--- src/rtl/sio_nibble_rx_pkg.sv ---
// Shared types and widths for the quad-lane nibble receiver.
package sio_pkg;
  localparam int SIO_LANES = 4;
  localparam int NIBBLE_W  = 4;
  localparam int BYTE_W    = 8;

  typedef enum logic [1:0] {
    ST_IDLE       = 2'd0,
    ST_TURNAROUND = 2'd1,
    ST_RECV       = 2'd2
  } sio_state_e;
endpackage

--- src/rtl/sio_nibble_rx_if.sv ---
// Control, pad and byte-stream signals of sio_nibble_rx; slave is the receiver side.
interface sio_nibble_rx_if
  import sio_pkg::*;
#(
  parameter int DUMMY_W = 4
);
  logic [SIO_LANES-1:0] sio_i;
  logic [SIO_LANES-1:0] sio_oe;
  logic                 sample_en;
  logic                 start;
  logic                 abort;
  logic [DUMMY_W-1:0]   dummy_cycles;
  logic [7:0]           byte_count;
  logic [BYTE_W-1:0]    rx_data;
  logic                 rx_valid;
  logic                 rx_ready;
  logic                 busy;
  logic                 done;
  logic                 overflow;

  modport master (
    output sio_i, sample_en, start, abort, dummy_cycles, byte_count, rx_ready,
    input  sio_oe, rx_data, rx_valid, busy, done, overflow
  );

  modport slave (
    input  sio_i, sample_en, start, abort, dummy_cycles, byte_count, rx_ready,
    output sio_oe, rx_data, rx_valid, busy, done, overflow
  );
endinterface

--- src/rtl/sio_nibble_rx_fifo.sv ---
// Register-based byte FIFO; a push into a full FIFO is accepted only when a pop frees a slot.
module sio_byte_fifo #(
  parameter int DEPTH = 4,
  parameter int W     = 8
) (
  input  logic         clk,
  input  logic         rst_n,
  input  logic         push,
  input  logic [W-1:0] wdata,
  input  logic         pop,
  output logic [W-1:0] rdata,
  output logic         full,
  output logic         empty
);
  localparam int AW = (DEPTH > 1) ? $clog2(DEPTH) : 1;

  logic [W-1:0]  mem_q [DEPTH];
  logic [AW-1:0] wr_ptr_q;
  logic [AW-1:0] rd_ptr_q;
  logic [AW:0]   count_q;
  logic          do_push;
  logic          do_pop;

  assign empty   = (count_q == '0);
  assign full    = (count_q == (AW+1)'(DEPTH));
  assign do_pop  = pop && !empty;
  assign do_push = push && (!full || do_pop);
  assign rdata   = mem_q[rd_ptr_q];

  // Pointers are exactly log2(DEPTH) bits wide, so they wrap modulo DEPTH.
  always_ff @(posedge clk or negedge rst_n) begin
    if (!rst_n) begin
      wr_ptr_q <= '0;
      rd_ptr_q <= '0;
      count_q  <= '0;
      for (int i = 0; i < DEPTH; i++) begin
        mem_q[i] <= '0;
      end
    end else begin
      if (do_push) begin
        mem_q[wr_ptr_q] <= wdata;
        wr_ptr_q        <= wr_ptr_q + AW'(1);
      end
      if (do_pop) begin
        rd_ptr_q <= rd_ptr_q + AW'(1);
      end
      case ({do_push, do_pop})
        2'b10:   count_q <= count_q + (AW+1)'(1);
        2'b01:   count_q <= count_q - (AW+1)'(1);
        default: count_q <= count_q;
      endcase
    end
  end
endmodule

--- src/rtl/sio_nibble_rx.sv ---
// Quad-lane read receiver: skips dummy samples, packs nibble pairs into bytes, queues them.
// Define SIO_NIBBLE_RX_SYNC_EN to put a two-flop synchroniser on sio_i.
module sio_nibble_rx
  import sio_pkg::*;
#(
  parameter int FIFO_DEPTH = 4,
  parameter int DUMMY_W    = 4
) (
  input  logic        sys_clk,
  input  logic        sys_rst_n,
  sio_nibble_rx_if.slave bus
);
  logic [1:0]          rst_sync_q;
  logic                rst_n;
  logic [NIBBLE_W-1:0] nib;
  sio_state_e          state_q;
  logic [DUMMY_W-1:0]  dummy_q;
  logic [DUMMY_W-1:0]  turn_cnt_q;
  logic [DUMMY_W-1:0]  turn_cnt_d;
  logic [8:0]          left_q;
  logic                half_q;
  logic [NIBBLE_W-1:0] hi_q;
  logic                done_q;
  logic                ovf_q;
  logic                pop;
  logic                push;
  logic                fifo_full;
  logic                fifo_empty;
  logic [BYTE_W-1:0]   fifo_rdata;

  // Assertion is immediate; release reaches the rest of the design two edges later.
  always_ff @(posedge sys_clk or negedge sys_rst_n) begin
    if (!sys_rst_n) begin
      rst_sync_q <= 2'b00;
    end else begin
      rst_sync_q <= {rst_sync_q[0], 1'b1};
    end
  end
  assign rst_n = rst_sync_q[1];

`ifdef SIO_NIBBLE_RX_SYNC_EN
  logic [NIBBLE_W-1:0] sio_s1_q;
  logic [NIBBLE_W-1:0] sio_s2_q;

  always_ff @(posedge sys_clk or negedge rst_n) begin
    if (!rst_n) begin
      sio_s1_q <= '0;
      sio_s2_q <= '0;
    end else begin
      sio_s1_q <= bus.sio_i;
      sio_s2_q <= sio_s1_q;
    end
  end
  assign nib = sio_s2_q;
`else
  assign nib = bus.sio_i;
`endif

  assign pop        = bus.rx_ready && !fifo_empty;
  assign push       = (state_q == ST_RECV) && bus.sample_en && half_q && !bus.abort;
  assign turn_cnt_d = turn_cnt_q + DUMMY_W'(1);

  always_ff @(posedge sys_clk or negedge rst_n) begin
    if (!rst_n) begin
      state_q    <= ST_IDLE;
      dummy_q    <= '0;
      turn_cnt_q <= '0;
      left_q     <= '0;
      half_q     <= 1'b0;
      hi_q       <= '0;
      done_q     <= 1'b0;
      ovf_q      <= 1'b0;
    end else begin
      done_q <= 1'b0;
      if (bus.abort) begin
        state_q <= ST_IDLE;
        half_q  <= 1'b0;
      end else begin
        case (state_q)
          ST_IDLE: begin
            if (bus.start) begin
              dummy_q    <= bus.dummy_cycles;
              turn_cnt_q <= '0;
              left_q     <= {bus.byte_count == '0, bus.byte_count};
              half_q     <= 1'b0;
              ovf_q      <= 1'b0;
              state_q    <= (bus.dummy_cycles == '0) ? ST_RECV : ST_TURNAROUND;
            end
          end
          ST_TURNAROUND: begin
            if (bus.sample_en) begin
              turn_cnt_q <= turn_cnt_d;
              if (turn_cnt_d == dummy_q) begin
                state_q <= ST_RECV;
              end
            end
          end
          ST_RECV: begin
            if (bus.sample_en) begin
              if (!half_q) begin
                hi_q   <= nib;
                half_q <= 1'b1;
              end else begin
                // A dropped byte still counts towards the transfer length.
                half_q <= 1'b0;
                left_q <= left_q - 9'd1;
                if (fifo_full && !pop) begin
                  ovf_q <= 1'b1;
                end
                if (left_q == 9'd1) begin
                  state_q <= ST_IDLE;
                  done_q  <= 1'b1;
                end
              end
            end
          end
          default: state_q <= ST_IDLE;
        endcase
      end
    end
  end

  sio_byte_fifo #(
    .DEPTH (FIFO_DEPTH),
    .W     (BYTE_W)
  ) u_fifo (
    .clk   (sys_clk),
    .rst_n (rst_n),
    .push  (push),
    .wdata ({hi_q, nib}),
    .pop   (pop),
    .rdata (fifo_rdata),
    .full  (fifo_full),
    .empty (fifo_empty)
  );

  assign bus.rx_data  = fifo_rdata;
  assign bus.rx_valid = !fifo_empty;
  assign bus.busy     = (state_q != ST_IDLE);
  assign bus.done     = done_q;
  assign bus.overflow = ovf_q;
  assign bus.sio_oe   = '0;
endmodule

--- src/flat_wrapper.sv ---
// flat-port wrapper written by rule: the top's interface ports become plain ports
module sio_nibble_rx_flat import sio_pkg::*;
#(
  parameter int FIFO_DEPTH = 4,
  parameter int DUMMY_W    = 4
)
  (sys_clk, sys_rst_n, bus_sio_i, bus_sample_en, bus_start, bus_abort, bus_dummy_cycles, bus_byte_count, bus_rx_ready, bus_sio_oe, bus_rx_data, bus_rx_valid, bus_busy, bus_done, bus_overflow);
  sio_nibble_rx_if #(.DUMMY_W(DUMMY_W)) bus_i ();
  input  logic sys_clk;
  input  logic sys_rst_n;
  input wire logic [$bits(bus_i.sio_i)-1:0] bus_sio_i;
  input wire logic [$bits(bus_i.sample_en)-1:0] bus_sample_en;
  input wire logic [$bits(bus_i.start)-1:0] bus_start;
  input wire logic [$bits(bus_i.abort)-1:0] bus_abort;
  input wire logic [$bits(bus_i.dummy_cycles)-1:0] bus_dummy_cycles;
  input wire logic [$bits(bus_i.byte_count)-1:0] bus_byte_count;
  input wire logic [$bits(bus_i.rx_ready)-1:0] bus_rx_ready;
  output wire logic [$bits(bus_i.sio_oe)-1:0] bus_sio_oe;
  output wire logic [$bits(bus_i.rx_data)-1:0] bus_rx_data;
  output wire logic [$bits(bus_i.rx_valid)-1:0] bus_rx_valid;
  output wire logic [$bits(bus_i.busy)-1:0] bus_busy;
  output wire logic [$bits(bus_i.done)-1:0] bus_done;
  output wire logic [$bits(bus_i.overflow)-1:0] bus_overflow;
  assign bus_i.sio_i = bus_sio_i;
  assign bus_i.sample_en = bus_sample_en;
  assign bus_i.start = bus_start;
  assign bus_i.abort = bus_abort;
  assign bus_i.dummy_cycles = bus_dummy_cycles;
  assign bus_i.byte_count = bus_byte_count;
  assign bus_i.rx_ready = bus_rx_ready;
  assign bus_sio_oe = bus_i.sio_oe;
  assign bus_rx_data = bus_i.rx_data;
  assign bus_rx_valid = bus_i.rx_valid;
  assign bus_busy = bus_i.busy;
  assign bus_done = bus_i.done;
  assign bus_overflow = bus_i.overflow;
  sio_nibble_rx #(.FIFO_DEPTH(FIFO_DEPTH), .DUMMY_W(DUMMY_W)) u_core (.sys_clk(sys_clk), .sys_rst_n(sys_rst_n), .bus(bus_i));
endmodule
--- config.mk ---
export PLATFORM = sky130hd
export DESIGN_NAME = sio_nibble_rx_flat
export DESIGN_NICKNAME = d
export VERILOG_FILES = /design/src/rtl/sio_nibble_rx_pkg.sv /design/src/rtl/sio_nibble_rx_if.sv /design/src/rtl/sio_nibble_rx_fifo.sv /design/src/rtl/sio_nibble_rx.sv /design/src/flat_wrapper.sv
export SDC_FILE = /design/constraint.sdc
export NUM_CORES = 1
export LEC_CHECK = 0
export BUFFER_PORTS_ARGS = -buffer_cell sky130_fd_sc_hd__buf_4
export CAP_MARGIN = 20
export CORE_AREA = 2 2 60 119
export DETAILED_ROUTE_END_ITERATION = 16
export DIE_AREA = 0 0 62 121
export GPL_ROUTABILITY_DRIVEN = 0
export PLACE_DENSITY = 0.72
export SLEW_MARGIN = 10
export SYNTH_ARGS = -nofsm -noshare
export SYNTH_HDL_FRONTEND = slang
export SYNTH_SLANG_ARGS = --single-unit
--- constraint.sdc ---
create_clock -name sys_clk -period 1.86 [get_ports sys_clk]
set_input_delay 0.372 -clock sys_clk [delete_from_list [all_inputs] [get_ports sys_clk]]
set_output_delay 0.372 -clock sys_clk [all_outputs]
set_load 0.005 [all_outputs]
==> metrics.md <==
| Metric | Value |
|---|---|
| Status | finished, violations left |
| Violated checks | setup timing |
| I/O Pins | 38 |
| Initial Util | 0.507 |
| Most common cell after layout, fill and taps aside | dfrtp_1 |
| Worst vdd ir | just under 600 µV |
| Clock sink count | 67 |
| Reg area | approximately 1700 µm² |
| Ant diodes | 0 |
| R2R setup slack | -0.17 ns |
| CP startpoint kind | register |
| Fill cells | 527 |
| Final ANT Viol Nets | 0 |
| WL per Instance | around 16 µm |
| Post-synth ARST share | 1.00 |
| Maximum buffer depth of the clock tree | 2 |
| Layout cells sized above 1 | 0.421 |
| Die footprint | ~7500 µm² |
| Syn. warnings | 0 |
| Maxcap violations | 0 |
| Mapped Cells | about 280 |
| CP Cell Sequence | buf_4 > buf_4 > or3_4 > and2_4 > ha_4 > inv_2 > fa_2 > xor2_1 > nor2_1 > xor2_1 |
| Die Wd | between 60 and 70 µm |
| Dpl cells | about 410 |
| Vias | 2391 |
| Die Y | between 100 and 150 µm |
| Initial DRC Count | ~110 |
| Post-place instance area | 3840 µm² |
| TritonCTS Buffers | 9 |
| RSZ-0062 raised after global routing | true |
| Min-delay worst type | reg -> async |
| Worst setup path class | reg -> reg |
| Area Growth Syn to Fin | 27.2% |
| Vias per cell | between 5 and 6 |
| CP Capture Type | register |
| Synth Cell Area | ~3300 µm² |
| Pin count of the biggest net entering global routing | 38 |
| Slew Viols, Final | 0 |
| Setup slack at placement | -0.244 ns |
| Worst skew pair latency | between 0.3 and 0.4 ns |
| CTS tree | yes |
| Most frequent cells in the layout | 66 x dfrtp_1, 48 x buf_4, 39 x mux2_2 |
| Setup TNS | -0.473 ns |
| Area leader, netlist | dfrtp_1 |
| Syn_area_per_cell | ~12 µm² |
| Yosys cell types | 54 |
| Post-synth top area share | 0.503 |
| Most used DFF post-synth | dfrtp_1 |
| Fin worst setup slack | -0.165 ns |
| FF+latch count, synth | 67 |
| CP bufs+invs | 3 |
| Post-synth EDFFs | 0 |
| CTS Root Cell | clkbuf_16 |
| Final nets | between 300 and 400 |
| Worst-path clk slew | 0.05 ns |
| Relative slew slack | 0.651 |
| Vias in the first global route | 2530 |
| # H-tree levels | 3 |
| Critical path data required time | around 2.1 ns |
| Seq/Total Area, Yosys | 0.503 |
| Setup violators final | 10 |
| Core region area | roughly 6600 µm² |
| Clk_skew | ~0.0044 ns |
| DR DRC count | 0 |
| Slowest CP cell | dfrtp_1 |
| WL final | 7010 µm |
| First-pass GRT wire length | approximately 12000 µm |
| Fmax | slightly below 500 MHz |
| Row count | 42 |
| Worst EP arrival | 2.24 ns |
| Tot GR Track Use | 0.217 |
| Non-filler instance count after layout | roughly 430 |
| Final instance area | 4240 µm² |
| Dpl hpwl | 4850 µm |
| Area of the multi-input gates | 1620 µm² |
| Power per cell area | between 1000 and 1500 nW/µm² |
| Period Utilization, post-route | 1.09 |
| Input/output buffers | 33 |
| Minimum clock period | just over 2 ns |
| Final hold vios | 0 |
| Initial antenna violation count | 0 |
| Area contributors post-synth | dfrtp_1 50%, mux2_2 13%, mux4_2 5.4% |
| Router iterations before antenna repair | 4 |
| Worst slew pin tran | approximately 0.52 ns |
| Critical path's largest stage delay | 0.38 ns |
| GRT overflow | 0 |
| P_leak | 1.99 nW |
| Crit path max fanout | 2 |
| Critical path's top delay family | simple AND/OR/NAND/NOR gates |
## final timing paths
kind	depth (start not counted)	to	startpoint
worst max-delay path	10	u_core.u_fifo.count_q[2]$_DFFE_PN0P_	u_core.u_fifo.count_q[0]$_DFFE_PN0P_
worst min-delay path	0	u_core.u_fifo.mem_q[11]$_DFFE_PN0P_	u_core.rst_sync_q[1]$_DFF_PN0_
worst max register to register	10	u_core.u_fifo.count_q[2]$_DFFE_PN0P_	u_core.u_fifo.count_q[0]$_DFFE_PN0P_
worst min register to register	0	u_core.u_fifo.mem_q[11]$_DFFE_PN0P_	u_core.rst_sync_q[1]$_DFF_PN0_
max in group asynchronous	1	u_core.dummy_q[1]$_DFFE_PN0P_	u_core.rst_sync_q[1]$_DFF_PN0_
min in group sys_clk	2	u_core.dummy_q[2]$_DFFE_PN0P_	bus_dummy_cycles[2]
## kinds of logic after synthesis
group / share of synthesized area
and+or+nand+nor: 0.118
DFF: 0.503
muxes: 0.192
AOI/OAI and AO/OA: 0.0845
buffers and inverters: 0.0319
xor gates and xnor gates: 0.0316
adders and majority gates: 0.0361
other: 0.00225
## per-layer routing
metal	vias to the layer above	part of all wire	global-route usage
li1	1103	-	-
met1	1198	0.35	0.233
met2	67	0.58	0.374
met3	23	0.035	0.0480
met4	0	0.035	0.110
met5	-	0	0
## flip-flops by register name (all words and copies together) (netlist names)
name,cells
u_core.bus.done,1
u_core.bus.overflow,1
u_core.dummy_q,4
u_core.half_q,1
u_core.hi_q,4
u_core.left_q,9
u_core.rst_sync_q,2
u_core.state_q,2
u_core.turn_cnt_q,4
u_core.u_fifo.count_q,3
u_core.u_fifo.mem_q,32
u_core.u_fifo.rd_ptr_q,2
u_core.u_fifo.wr_ptr_q,2
## cell type report
class / instances / area share
sequential: 67 / 0.396
multi-input combinational: 188 / 0.382
timing repair buffer: 59 / 0.118
clock buffer: 9 / 0.0531
tap: 88 / 0.0260
clock inverter: 7 / 0.0162
inverter: 10 / 0.00886
## what timing repair did
action	in CTS	in global routing
setup buffers	2	1
gates resized for setup	12	4
setup endpoints to repair	11	13
pin swaps	4	3
hold endpoints to repair	2	0
hold buffers	1	0
## through the flow
stage / hold slack, ns / total power [W] / utilization
after floorplan: 0.0764 / 0.00280 / -
after global placement: 0.154 / 0.00322 / 0.584
after detailed placement: 0.156 / 0.00326 / 0.584
after CTS: 0.264 / 0.00500 / 0.641
after global routing: 0.286 / 0.00531 / 0.645
final: 0.248 / 0.00500 / 0.645
## Yosys cell counts (2+ instances only)
library cell	instances
ha_1	8
nor4_1	4
nor2_1	12
nor3_1	2
clkbuf_1	4
nor3b_1	2
mux2_2	39
nand3_1	6
xor2_1	5
nand2_2	4
mux4_2	8
dfrtp_1	67
nand2b_1	7
a22o_1	2
conb_1	2
or3_1	3
a31oi_1	2
a211oi_1	2
a21oi_1	7
o21ai_0	13
inv_1	10
buf_4	4
a31o_2	2
or4b_1	2
or2_2	3
o311ai_0	2
xnor2_1	7
buf_2	3
nand2_1	15
o211ai_1	2
nor2b_1	3
## report_power, final
part / switching, W / total [W] / internal (W) / leakage, nW
sequential: 0.000282 / 0.00201 / 0.00172 / 0.871
clock: 0.000616 / 0.00165 / 0.00103 / 0.141
combinational: 0.000612 / 0.00135 / 0.000738 / 0.980
total: 0.00151 / 0.00500 / 0.00349 / 1.99
(Power assumes the default switching activity.)
